## src/rtl/gap_pkg.sv

```systemverilog
// Shared definitions for the EDM gap state detector.
//   - gap state encodings (OPEN / NORMAL / SHORT; 2'b11 is never produced)
//   - default widths for voltage samples, debounce length and event counter
//   - default hysteresis thresholds for the 12-bit ADC path
package gap_pkg;

  localparam int GAP_DATA_W = 12;
  localparam int GAP_DEB_W  = 8;
  localparam int GAP_CNT_W  = 16;

  typedef enum logic [1:0] {
    GAP_OPEN   = 2'b00,
    GAP_NORMAL = 2'b01,
    GAP_SHORT  = 2'b10
  } gap_state_e;

  localparam int GAP_ST_W = $bits(gap_state_e);

  // Ordering must hold: SHORT_LO <= SHORT_HI < OPEN_LO <= OPEN_HI.
  localparam logic [GAP_DATA_W-1:0] DEF_SHORT_LO_TH = 12'd200;
  localparam logic [GAP_DATA_W-1:0] DEF_SHORT_HI_TH = 12'd300;
  localparam logic [GAP_DATA_W-1:0] DEF_OPEN_LO_TH  = 12'd2800;
  localparam logic [GAP_DATA_W-1:0] DEF_OPEN_HI_TH  = 12'd3000;

endpackage

```

## src/rtl/gap_debounce.sv

```systemverilog
// Debounce for the gap state machine.
// Tracks the previous candidate state and how many consecutive valid samples
// have repeated it, and raises commit_o (combinational) on the valid sample
// whose count reaches len_i.
//   clk, rst_n  clock, asynchronous active-low reset
//   valid_i     a stage-2 sample is present this cycle
//   hold_i      configuration error: count held at 0, candidate parked on state
//   cand_i      candidate state computed from the current sample
//   state_i     currently committed state
//   len_i       extra confirming samples required (0 = commit on first)
//   commit_o    take cand_i as the new state at the next clock edge
module gap_debounce
  import gap_pkg::*;
#(
  parameter int                DEB_W    = GAP_DEB_W,
  parameter int                ST_W     = GAP_ST_W,
  parameter logic [ST_W-1:0]   RST_CAND = GAP_OPEN
) (
  input  logic             clk,
  input  logic             rst_n,
  input  logic             valid_i,
  input  logic             hold_i,
  input  logic [ST_W-1:0]  cand_i,
  input  logic [ST_W-1:0]  state_i,
  input  logic [DEB_W-1:0] len_i,
  output logic             commit_o
);

  logic [ST_W-1:0]  cand_q;
  logic [DEB_W-1:0] cnt_q;
  logic [DEB_W-1:0] cnt_d;
  logic             restart;

  always_comb begin
    // NOTE: every output of a combinational block gets a default first, so no
    // path can leave it unassigned and infer a latch.
    restart  = 1'b0;
    cnt_d    = '0;
    commit_o = 1'b0;

    // A run starts over when nothing would change or the candidate switched.
    restart = (cand_i == state_i) || (cand_i != cand_q);
    cnt_d   = restart ? '0 : cnt_q + DEB_W'(1);
    // >= rather than == so a shortened len_i mid-run still commits.
    commit_o = valid_i && !hold_i && (cand_i != state_i) && (cnt_d >= len_i);
  end

  // NOTE: flops are updated with non-blocking assignments only, so every
  // always_ff reads the pre-edge value of every other register.
  always_ff @(posedge clk or negedge rst_n) begin
    if (!rst_n) begin
      cand_q <= RST_CAND;
      cnt_q  <= '0;
    end else if (hold_i) begin
      // Parking the candidate on the state makes the first sample after the
      // error clears start a fresh run.
      cand_q <= state_i;
      cnt_q  <= '0;
    end else if (valid_i) begin
      cand_q <= cand_i;
      cnt_q  <= commit_o ? '0 : cnt_d;
    end
  end

endmodule

```

## src/rtl/gap_state_detector.sv

```systemverilog
// Classifies the moving-average gap voltage into OPEN / NORMAL / SHORT with
// hysteresis and debounce, emits one-cycle entry pulses and counts SHORT
// entries with saturation.
//   clk, rst_n               clock, asynchronous active-low reset
//   filtered_vol, sample_en  averaged gap voltage and its qualifier
//   short_lo_th/short_hi_th  SHORT entry (below lo) / exit (above hi)
//   open_lo_th/open_hi_th    OPEN exit (below lo) / entry (above hi)
//   debounce_len             extra confirming samples before a transition
//   clear_cnt                synchronous clear of short_cnt
//   gap_state, state_valid   committed state, high after first classification
//   short_pulse, open_pulse  one cycle on entry to SHORT / OPEN
//   short_cnt                saturating SHORT entry count
//   cfg_err                  registered threshold ordering violation
module gap_state_detector
  import gap_pkg::*;
#(
  parameter int DATA_W = GAP_DATA_W,
  parameter int DEB_W  = GAP_DEB_W,
  parameter int CNT_W  = GAP_CNT_W
) (
  input  logic              clk,
  input  logic              rst_n,
  input  logic [DATA_W-1:0] filtered_vol,
  input  logic              sample_en,
  input  logic [DATA_W-1:0] short_lo_th,
  input  logic [DATA_W-1:0] short_hi_th,
  input  logic [DATA_W-1:0] open_lo_th,
  input  logic [DATA_W-1:0] open_hi_th,
  input  logic [DEB_W-1:0]  debounce_len,
  input  logic              clear_cnt,
  output logic [1:0]        gap_state,
  output logic              state_valid,
  output logic              short_pulse,
  output logic              open_pulse,
  output logic [CNT_W-1:0]  short_cnt,
  output logic              cfg_err
);

  logic [DATA_W-1:0] v_q;
  logic              vld_q;
  gap_state_e        state_q;
  gap_state_e        cand;
  logic              commit;
  logic              cfg_bad;
  logic              cfg_err_q;
  logic              state_valid_q;
  logic              short_pulse_q;
  logic              open_pulse_q;
  logic [CNT_W-1:0]  short_cnt_q;
  logic [CNT_W-1:0]  short_cnt_d;

  // Stage 1: sample register; vld_q marks a fresh v_q for exactly one cycle.
  always_ff @(posedge clk or negedge rst_n) begin
    if (!rst_n) begin
      v_q   <= '0;
      vld_q <= 1'b0;
    end else begin
      vld_q <= sample_en;
      if (sample_en) v_q <= filtered_vol;
    end
  end

  // Stage 2: candidate from the current state. The thresholds used depend on
  // where we are, which gives the hysteresis; equality never crosses.
  always_comb begin
    cand = state_q;
    case (state_q)
      GAP_OPEN: begin
        if (v_q < short_lo_th)     cand = GAP_SHORT;
        else if (v_q < open_lo_th) cand = GAP_NORMAL;
      end
      GAP_NORMAL: begin
        if (v_q < short_lo_th)     cand = GAP_SHORT;
        else if (v_q > open_hi_th) cand = GAP_OPEN;
      end
      GAP_SHORT: begin
        if (v_q > open_hi_th)       cand = GAP_OPEN;
        else if (v_q > short_hi_th) cand = GAP_NORMAL;
      end
      default: cand = GAP_OPEN;
    endcase
  end

  assign cfg_bad = !((short_lo_th <= short_hi_th) &&
                     (short_hi_th <  open_lo_th)  &&
                     (open_lo_th  <= open_hi_th));

  gap_debounce #(
    .DEB_W    (DEB_W),
    .ST_W     (GAP_ST_W),
    .RST_CAND (GAP_OPEN)
  ) u_debounce (
    .clk      (clk),
    .rst_n    (rst_n),
    .valid_i  (vld_q),
    .hold_i   (cfg_err_q),
    .cand_i   (cand),
    .state_i  (state_q),
    .len_i    (debounce_len),
    .commit_o (commit)
  );

  // A SHORT entry wins over a coincident clear so the event is not lost.
  always_comb begin
    short_cnt_d = short_cnt_q;
    if (commit && (cand == GAP_SHORT)) begin
      if (clear_cnt)         short_cnt_d = CNT_W'(1);
      else if (&short_cnt_q) short_cnt_d = short_cnt_q;
      else                   short_cnt_d = short_cnt_q + CNT_W'(1);
    end else if (clear_cnt) begin
      short_cnt_d = '0;
    end
  end

  always_ff @(posedge clk or negedge rst_n) begin
    if (!rst_n) begin
      state_q       <= GAP_OPEN;
      state_valid_q <= 1'b0;
      short_pulse_q <= 1'b0;
      open_pulse_q  <= 1'b0;
      short_cnt_q   <= '0;
      cfg_err_q     <= 1'b0;
    end else begin
      cfg_err_q     <= cfg_bad;
      short_pulse_q <= 1'b0;
      open_pulse_q  <= 1'b0;
      short_cnt_q   <= short_cnt_d;
      if (vld_q) state_valid_q <= 1'b1;
      if (commit) begin
        state_q       <= cand;
        short_pulse_q <= (cand == GAP_SHORT);
        open_pulse_q  <= (cand == GAP_OPEN);
      end
    end
  end

  assign gap_state   = state_q;
  assign state_valid = state_valid_q;
  assign short_pulse = short_pulse_q;
  assign open_pulse  = open_pulse_q;
  assign short_cnt   = short_cnt_q;
  assign cfg_err     = cfg_err_q;

endmodule

```

## config.mk

```make
export PLATFORM = sky130hd
export DESIGN_NAME = gap_state_detector
export DESIGN_NICKNAME = d
export VERILOG_FILES = /design/src/rtl/gap_pkg.sv /design/src/rtl/gap_debounce.sv /design/src/rtl/gap_state_detector.sv
export SDC_FILE = /design/constraint.sdc
export NUM_CORES = 1
export LEC_CHECK = 0
export ABC_CLOCK_PERIOD_IN_PS = 4550
export BUFFER_PORTS_ARGS = -buffer_cell sky130_fd_sc_hd__clkbuf_2
export CAP_MARGIN = 40
export CORE_MARGIN = 8
export CORE_UTILIZATION = 35
export DETAILED_ROUTE_END_ITERATION = 7
export GPL_ROUTABILITY_DRIVEN = 0
export PLACE_DENSITY = 0.54
export SLEW_MARGIN = 20
export SYNTH_ARGS = -nofsm -noshare
export SYNTH_HDL_FRONTEND = slang
export SYNTH_SLANG_ARGS = --single-unit
```

## constraint.sdc

```tcl
create_clock -name clk -period 4.55 [get_ports clk]
set_input_delay 0.91 -clock clk [delete_from_list [all_inputs] [get_ports clk]]
set_output_delay 0.91 -clock clk [all_outputs]
set_load 0.02 [all_outputs]
```

==> metrics.csv <==
metric;value;unit
portBuffers;93;
crit_chain;clkbuf_2 -> inv_1 -> ha_1 -> buf_4 -> a21o_1 -> a31o_2 -> a32o_1 -> o21ai_2 -> a21o_1 -> and3b_2 -> nor2_4 -> or4_4 -> ha_4 -> nand2b_4 -> a31oi_4 -> o21ai_4 -> a31oi_4 -> or4_4 -> or3_4 -> a21oi_2;
grt.total_usage;16.0;%
critical-path-max-stage-delay;0.54;ns
tightest_slew;0.586;ns
row_count;41;
vias;4339;
slew_headroom;60.9;%
max_freq;0.210;GHz
async_flop_share;100;%
io_pins;94;
setup_tns;-3.34;ns
grt_pass1_wl;21600;µm
drc;0;
die_area;16600;µm²
antenna_cells;0;
syn-instance-count;507;
synth.most_common_cell;ha_1;
syn_nets;670;
wl_per_cell;15.2;µm
report.final.slew_viol_count;0;
r2r_cells;18;
grt_max_degree;46;
post-synth-top-area-fraction;25.6;%
synth_area_leader_cell;ha_1;
cts_buffer_depth;2;
root_buffer;clkbuf_16;
stdcell_area;6400;µm²
clkTransAtPathRegs;0.07;ns
worstSetupPathType;in2reg;
drv_cap;0;
firstDrtPassIters;4;
core;12500;µm²
ff2ff_setup_slack;-0.02;ns
netlist_area;4440;µm²
grt_pass1_vias;4454;
cpLargestDelayFamily;simple AND/OR/NAND/NOR gates;
initial_core_util;35.5;%
ir_drop;0.000157;V
cts_tree;built;
grt_antenna_before_repair;0;
die_w;129;µm
rsz0062_at_grt;yes;
r2r_start;v_q[5]$_DFFE_PN0P_;
ys_seq_area_share;25.3;%
drive_gt1_share;39.1;%
critPathRequiredTime;4.77;ns
instances_no_fill;878;
place_area;5860;µm²
areaGrowthSynthToFinish;44.1;%
outcome;complete, but fails checks;
numCtsBuffers;5;
slowest_stage;or4_4;
insertion_delay;0.29;ns
path_buf_inv;3;
synth-main-ff-cell;dfrtp_1;
whs_path_depth;1;
dp_slack;-0.644;ns
nets;868;
hold_start;state_valid$_DFFE_PN0P_;
cp-start-kind;input port;
cp_max_fo;5;
skew;0.00776;ns
worstPathArrival;4.99;ns
post-dp-hpwl;10900;µm
p_leak;3.34;nW
ant_nets;0;
clock_sinks;45;
h-tree-depth;2;
fin_crit_sh;105;%
finalHoldViolations;0;
hold_end;state_valid$_DFFE_PN0P_;
yosys_warnings;0;
netlist_top_cells_area;ha_1, dfrtp_1, inv_1, a21o_1, o21ai_0;
drt_iter0_markers;209;
yosysUniqueCellTypes;56;
period_needed;4.77;ns
worstSetupEndpointType;register;
power_density;212;nW/µm²
min_path_type;reg2reg;
placed_cells;859;
drt_wl_total;13300;µm
hold-worst-slack;0.476;ns
setup_viol;23;
ys_ff_latch;45;
reg2reg_to;short_cnt[9]$_DFFE_PN0P_;
fin_ws;-0.221;ns
grt_overflow_total;0;
die_y;129;µm
viasPerCell;4.94;
synth_edf_count;0;
ys_top_cells_by_count;ha_1, inv_1, dfrtp_1;
violations;negative setup slack;
synth.avg_cell_area;8.77;µm²
==> sequential cells by signal, summed over array words and instances, names as in the netlist, 2 cells and up <==
signal / flops
gap_state: 2
short_cnt: 16
u_debounce.cand_q: 2
u_debounce.cnt_q: 8
v_q: 12
==> area by class of cell <==
type | instances | area [µm²]
Timing Repair Buffer | 198 | 1290
Tap cell | 172 | 215
Clock inverter | 3 | 21.3
Clock buffer | 5 | 125
Sequential cell | 45 | 1130
Multi-Input combinational cell | 392 | 3370
Fill cell | 1226 | 6110
Inverter | 63 | 249
==> worst reg2reg max path: cells and delay by family, from the launching register on <==
kind | cells | cell delay (ns)
adder cells (fa/ha/maj) | 2 | 0.56
AO/OA/AOI/OAI | 7 | 1.04
AND/OR/NAND/NOR | 8 | 2.25
buffers and inverters | 1 | 0.18
flip-flops | 1 | 0.48
==> what timing repair did <==
item                       4_1_cts  5_1_grt
hold endpoints to repair         0        0
setup endpoints to repair       27       28
buffers inserted                 5        6
hold buffers                     0        0
pin swaps                       16       24
resized for setup               24       44
cloned                           1        0
==> layer usage <==
metal,vias up,wire length (µm),track usage (%)
met4,0,86,2.49
met5,-,0,0
li1,2238,-,-
met3,9,452,2.28
met1,2022,6440,21.5
met2,70,6370,27.1
==> kinds of logic (layout without fill, tap and decap cells) <==
| kind of cell | count (synthesis) | count (layout) | synth area share (%) |
|---|---|---|---|
| flops | 45 | 45 | 25.3 |
| compound gates | 122 | 122 | 18.4 |
| fa+ha+maj | 91 | 91 | 25.6 |
| mux | 14 | 14 | 3.49 |
| buf+inv | 71 | 269 | 6.25 |
| simple gates | 149 | 150 | 17.9 |
| xor+xnor | 15 | 15 | 2.96 |
==> worst max path at each step <==
stage	startpoint	endpoint	slack [ns]	depth (start not counted)
final	short_lo_th[7]	short_cnt[9]$_DFFE_PN0P_	-0.22	20
after CTS	short_hi_th[9]	short_cnt[9]$_DFFE_PN0P_	-0.22	19
after detailed placement	short_hi_th[9]	short_cnt[9]$_DFFE_PN0P_	-0.64	19
after global placement	short_lo_th[5]	u_debounce.cnt_q[3]$_DFFE_PN0P_	-0.57	20
after global routing	short_lo_th[11]	u_debounce.cnt_q[6]$_DFFE_PN0P_	-0.42	23
after floorplan	short_hi_th[9]	short_cnt[11]$_DFFE_PN0P_	-0.37	20
==> stage by stage <==
step,total power [W],utilization [%]
floorplan,0.000707,-
global placement,0.000917,46.8
detailed placement,0.000932,46.8
CTS,0.00132,49.3
global route,0.00144,51.2
finish,0.00135,51.2
==> cell usage in the layout, fill, tap and decap left out, types with 3 or more instances in the layout <==
cell type / count
buf_4: 100
o211ai_1: 12
a21oi_1: 20
o21ai_1: 7
clkbuf_16: 6
nand3_1: 9
clkbuf_2: 92
nor2b_1: 8
o21ai_0: 20
nor4_1: 5
or3_1: 4
and3_1: 5
nor2_1: 31
ha_4: 6
nand4_1: 18
xnor2_1: 3
nor3_1: 5
o21ai_2: 3
inv_1: 58
or4_4: 4
a21o_1: 21
a21oi_2: 5
xor2_1: 12
nor4_4: 3
buf_6: 5
inv_2: 4
mux2_2: 11
dfrtp_1: 45
nand2_2: 3
nand2_1: 28
nand2b_1: 6
ha_1: 85
and4_1: 3
==> power breakdown <==
| group | leakage [nW] | total [W] | switching (W) | internal [W] |
|---|---|---|---|---|
| logic | 2.68 | 0.000539 | 0.000265 | 0.000274 |
| registers | 0.590 | 0.000445 | 0.0000300 | 0.000415 |
| clock network | 0.0702 | 0.000370 | 0.000166 | 0.000205 |
No activity file was read; power rests on OpenSTA's default activity.
